## config.mk

```make
export PLATFORM = sky130hd
export DESIGN_NAME = ysyx_25060173_ctrl
export DESIGN_NICKNAME = d
export VERILOG_FILES = /design/src/rtl/ysyx_25060173_ctrl.sv
export SDC_FILE = /design/constraint.sdc
export NUM_CORES = 1
export LEC_CHECK = 0
export ABC_AREA = 1
export BUFFER_PORTS_ARGS = -buffer_cell sky130_fd_sc_hd__buf_2
export CORE_MARGIN = 2
export CORE_UTILIZATION = 30
export DETAILED_ROUTE_END_ITERATION = 10
export PLACE_DENSITY = 0.55
export SLEW_MARGIN = 30
export SYNTH_ARGS = -nofsm -noshare
export SYNTH_HDL_FRONTEND = slang
export SYNTH_SLANG_ARGS = --single-unit
```

## constraint.sdc

```tcl
create_clock -name clk -period 1.55 [get_ports clk]
set_clock_uncertainty 0.05 [all_clocks]
set_input_delay 0.31 -clock clk [delete_from_list [all_inputs] [get_ports clk]]
set_output_delay 0.31 -clock clk [all_outputs]
set_load 0.01 [all_outputs]
```

## src/rtl/ysyx_25060173_ctrl.sv

```systemverilog
// Multi-cycle sequencing controller: fetches one instruction over the IFU
// handshake, decodes ADDI/AUIPC/EBREAK, drives the ALU and writes back.
module ysyx_25060173_ctrl #(
  parameter logic [31:0] RESET_PC = 32'h8000_0000
) (
  input  logic        clk,
  input  logic        rst,
  output logic        ifu_req_valid,
  input  logic        ifu_req_ready,
  output logic [31:0] ifu_pc,
  input  logic        ifu_rsp_valid,
  input  logic [31:0] ifu_rsp_inst,
  output logic [4:0]  rf_raddr,
  input  logic [31:0] rf_rdata,
  output logic [31:0] alu_src1,
  output logic [31:0] alu_src2,
  output logic [1:0]  alu_op,
  input  logic [31:0] alu_result,
  output logic        rf_wen,
  output logic [4:0]  rf_waddr,
  output logic [31:0] rf_wdata,
  output logic        retire,
  output logic        halt,
  output logic        illegal
);

  // state  | meaning
  // RESET  | held in/just out of reset, outputs idle
  // FETCH  | fetch request issued at pc
  // WAIT   | waiting for instruction response
  // DECODE | classify latched instruction
  // EXEC   | drive ALU, capture result
  // WB     | register write, retire, pc += 4
  // HALT   | EBREAK reached, parked until reset
  // ERR    | unsupported instruction, parked until reset
  localparam logic [2:0] S_RESET  = 3'd0;
  localparam logic [2:0] S_FETCH  = 3'd1;
  localparam logic [2:0] S_WAIT   = 3'd2;
  localparam logic [2:0] S_DECODE = 3'd3;
  localparam logic [2:0] S_EXEC   = 3'd4;
  localparam logic [2:0] S_WB     = 3'd5;
  localparam logic [2:0] S_HALT   = 3'd6;
  localparam logic [2:0] S_ERR    = 3'd7;

  logic [2:0]  state, state_nxt;
  logic [31:0] pc, inst, wb_data;
  logic        is_addi, is_auipc, is_ebreak;
  logic [31:0] imm_i, imm_u;

  assign is_addi   = (inst[6:0] == 7'b0010011) && (inst[14:12] == 3'b000);
  assign is_auipc  = (inst[6:0] == 7'b0010111);
  assign is_ebreak = (inst == 32'h0010_0073);
  assign imm_i     = {{20{inst[31]}}, inst[31:20]};
  assign imm_u     = {inst[31:12], 12'b0};

  always_comb begin
    state_nxt = state;
    case (state)
      S_RESET:  state_nxt = S_FETCH;
      S_FETCH:  if (ifu_req_ready) state_nxt = S_WAIT;
      S_WAIT:   if (ifu_rsp_valid) state_nxt = S_DECODE;
      S_DECODE: begin
        if (is_addi || is_auipc) state_nxt = S_EXEC;
        else if (is_ebreak)      state_nxt = S_HALT;
        else                     state_nxt = S_ERR;
      end
      S_EXEC:   state_nxt = S_WB;
      S_WB:     state_nxt = S_FETCH;
      default:  state_nxt = state;
    endcase
  end

  always_ff @(posedge clk) begin
    if (rst) begin
      state   <= S_RESET;
      pc      <= RESET_PC;
      inst    <= 32'd0;
      wb_data <= 32'd0;
    end else begin
      state <= state_nxt;
      if (state == S_WAIT && ifu_rsp_valid) inst <= ifu_rsp_inst;
      if (state == S_EXEC) wb_data <= alu_result;
      if (state == S_WB) pc <= pc + 32'd4;
    end
  end

  always_comb begin
    ifu_req_valid = (state == S_FETCH);
    ifu_pc        = pc;
    rf_raddr      = 5'd0;
    alu_src1      = 32'd0;
    alu_src2      = 32'd0;
    alu_op        = 2'b00;
    rf_wen        = 1'b0;
    rf_waddr      = 5'd0;
    rf_wdata      = 32'd0;
    retire        = 1'b0;
    halt          = (state == S_HALT);
    illegal       = (state == S_ERR);
    if (state == S_DECODE || state == S_EXEC) rf_raddr = inst[19:15];
    // Only ADDI or AUIPC can reach EXEC, so one opcode test selects the operands.
    if (state == S_EXEC) begin
      if (is_auipc) begin
        alu_src1 = pc;
        alu_src2 = imm_u;
        alu_op   = 2'b10;
      end else begin
        alu_src1 = rf_rdata;
        alu_src2 = imm_i;
        alu_op   = 2'b01;
      end
    end
    if (state == S_WB) begin
      rf_waddr = inst[11:7];
      rf_wdata = wb_data;
      rf_wen   = (inst[11:7] != 5'd0);
      retire   = 1'b1;
    end
  end

endmodule

```

==> impl_metrics.toml <==
[run_status]
status = "finished with violations"
failed_checks = "setup timing"

[clocking]
clk_path_buf_depth = 2
cts.clk_slew.worst_paths_ns = 0.06
clk_latency_ns = 0.35
cts_tree = "done"
clkSinkCount = 97
cts_root_buf = "clkbuf_16"
numCtsBuffers = 9
cts-htree-levels = 3

[timing]
whs_ns = 0.158
slew_headroom = 0.648
finalSetupViolations = 168
fmax_ghz = 0.462
finalHoldViolCount = 0
slew_viol_final = 0
finalWorstSetupSlack_ns = -0.613
fin_crit_ns = 2.16
worstMarginPinSlew_ns = 0.528
fin_crit_sh = 1.40
rsz0062_at_grt = "yes"

[global_route]
grt_max_degree = 84
antenna_found_initial = 1
gr-total-overflow = 0
grt_pass1_wl_mm = 29.1
grt_pass1_vias = 5754
grt.total_usage = 0.208

[min_path]
min_path_type = "in -> reg"
whs_endpoint = "inst[5]"
whs_path_depth = 3
worst_hold_startpoint = "ifu_rsp_inst[5]"

[logic_synthesis]
synth.yosys.warnings = 0
synth.distinct_cells = 33
synthCells = 746
ys_ff_latch = 97
seq_area_frac_synth = 0.398
syn-cell-area_mm2 = 0.00488
synth_area_per_cell_um2 = 6.55

[drt]
first_pass_iters = 4
first_iter_violations = 301
viasPerCell = 4.67
drtAntennaViolNets = 0
via_count = 6075
wl_mm = 19.7
wl_per_cell_um = 15.1
drc = 0

[setup_path]
r2r_cells = 17
critPathMaxFanout = 7
required_ns = 1.19
arrival_ns = 1.80
r2r-end = "state[0]"
endpoint_kind = "output port"
rr_startpoint = "inst[4]"
critPathLaunchType = "flop"
cp-startpoint = "inst[0]"
r2r_slack_ns = -0.50
crit_type = "reg -> out"

[power_and_ir_drop]
power_leakage_uw = 0.00411
powerDensity_mw_per_mm2 = 900
ir_drop_mv = 0.685

[place]
gp_congestion = 0.840
dp_hpwl_mm = 11.9
dp_slack_ns = -0.230
io_buffers = 242

[layout]
area_delta_synth_final_pct = 93.6
post-route-util = 0.595
layout.nets = 1183
post_route_cells_drive_above_1_share = 0.536

[die]
dieArea_mm2 = 0.0173
initial_core_util = 0.307
io_pins = 245
fp.dieW_um = 132
die_h_um = 132
std_cell_rows = 46
core_area_mm2 = 0.0159

[job]
cap_violations = 0
==> worst max path at each step <==
stage	endpoint	slack, ns
finish	alu_src2[29]	-0.61
global route	alu_src2[29]	-0.72
CTS	alu_src1[28]	-0.56
detailed placement	alu_src1[28]	-0.23
global placement	alu_src1[4]	-0.22
floorplan	alu_src1[12]	-0.15
==> sequential cells by signal, indices dropped and copies added (netlist names) <==
signal and cells:
inst 32, wb_data 32, ifu_pc 30, state 3
==> cells by family (layout without fill, tap and decap cells) <==
logic type	after synthesis	in the layout	share of synthesized area
AOI/OAI and AO/OA	200	200	0.207
other	1	3	0.000768
xor gates and xnor gates	4	4	0.00717
buffers and inverters	157	495	0.125
adders and majority gates	1	1	0.00256
and+or+nand+nor	286	286	0.260
DFF	97	97	0.398
==> per-layer routing <==
| metal | track usage | wire length (um) | vias up |
|---|---|---|---|
| met5 | 0 | 0 | - |
| met4 | 0.0592 | 299 | 0 |
| met3 | 0.0525 | 1140 | 22 |
| met2 | 0.365 | 10100 | 181 |
| met1 | 0.250 | 8160 | 2822 |
| li1 | - | - | 3050 |
==> synthesized netlist by cell type <==
master	count	share of area
nand4_4	1	0.0044
nand3_4	1	0.0036
nand2_2	1	0.0013
ha_1	1	0.0026
nor2_4	5	0.012
nand3_2	3	0.0061
o21ai_1	4	0.0041
clkbuf_1	30	0.023
buf_6	1	0.0023
nand4_1	8	0.010
a31oi_1	1	0.0013
dfxtp_1	97	0.40
nor2_1	120	0.092
conb_1	1	0.00077
nor3_2	3	0.0061
a211oi_1	1	0.0015
nand2_1	106	0.081
buf_4	2	0.0031
nand3b_1	1	0.0015
nor3_1	15	0.015
clkbuf_2	1	0.0010
buf_2	5	0.0051
xor2_1	4	0.0072
nor3_4	1	0.0033
o21ai_0	114	0.12
inv_2	2	0.0015
nor4_1	2	0.0026
nor3b_1	1	0.0015
nand3_1	17	0.017
o21a_1	2	0.0031
nor2_2	1	0.0013
inv_1	116	0.089
a21oi_1	78	0.080
==> power by group <==
part	internal (uW)	total [uW]	leakage [uW]	switching, uW
clock network	1400	2350	0.000142	952
logic	1460	3180	0.00318	1720
registers	2840	2980	0.000787	148
total	5690	8510	0.00411	2820
==> placed cells by master (no fill, tap or decap), drive strengths merged <==
cell / n
nand3: 21
nor4: 2
ha: 1
dfxtp: 97
o21ai: 118
xor2: 4
diode: 1
clkinvlp: 2
a211oi: 1
nor3: 19
a21oi: 78
nand4: 9
buf: 359
nand2: 107
clkinv: 1
o21a: 2
nor2: 126
a31oi: 1
nor3b: 1
clkbuf: 15
conb: 2
inv: 116
bufinv: 2
nand3b: 1
==> final cells by class <==
cell class | count | area [um^2]
antenna | 1 | 2.50
timing repair buffer | 363 | 3110
sequential | 97 | 1950
multi-input combinational | 493 | 3360
tap | 216 | 270
inverter | 118 | 468
clock buffer | 11 | 233
fill | 1440 | 6430
clock inverter | 3 | 67.6
==> through the flow <==
| stage | instance area [um^2] | setup TNS, ns | power (uW) | std cells |
|---|---|---|---|---|
| floorplan | 5170 | -6.42 | 4030 | 747 |
| global placement | 6990 | -16.54 | 4690 | 1228 |
| detailed placement | 6990 | -17.56 | 4700 | 1228 |
| CTS | 8420 | -55.07 | 7960 | 1279 |
| global route | 9460 | -74.51 | 8950 | 1302 |
| finish | 9460 | -59.17 | 8510 | 1302 |
==> repair_timing <==
item,CTS,global route
buffers inserted,23,28
endpoints found under the setup margin,173,205
hold buffers,0,0
cloned,14,5
pin swaps,10,46
gates resized for setup,179,234
==> worst max-delay path, stage by stage (launching register included) <==
cell and delay (ns):
dfxtp_1 0.34, nand3_2 0.13, nor3_4 0.18, inv_2 0.07
nor2_4 0.15, inv_6 0.09, buf_4 0.18, o21ai_2 0.15
buf_2 0.15
Note: power is estimated with default switching activity, not from simulation.
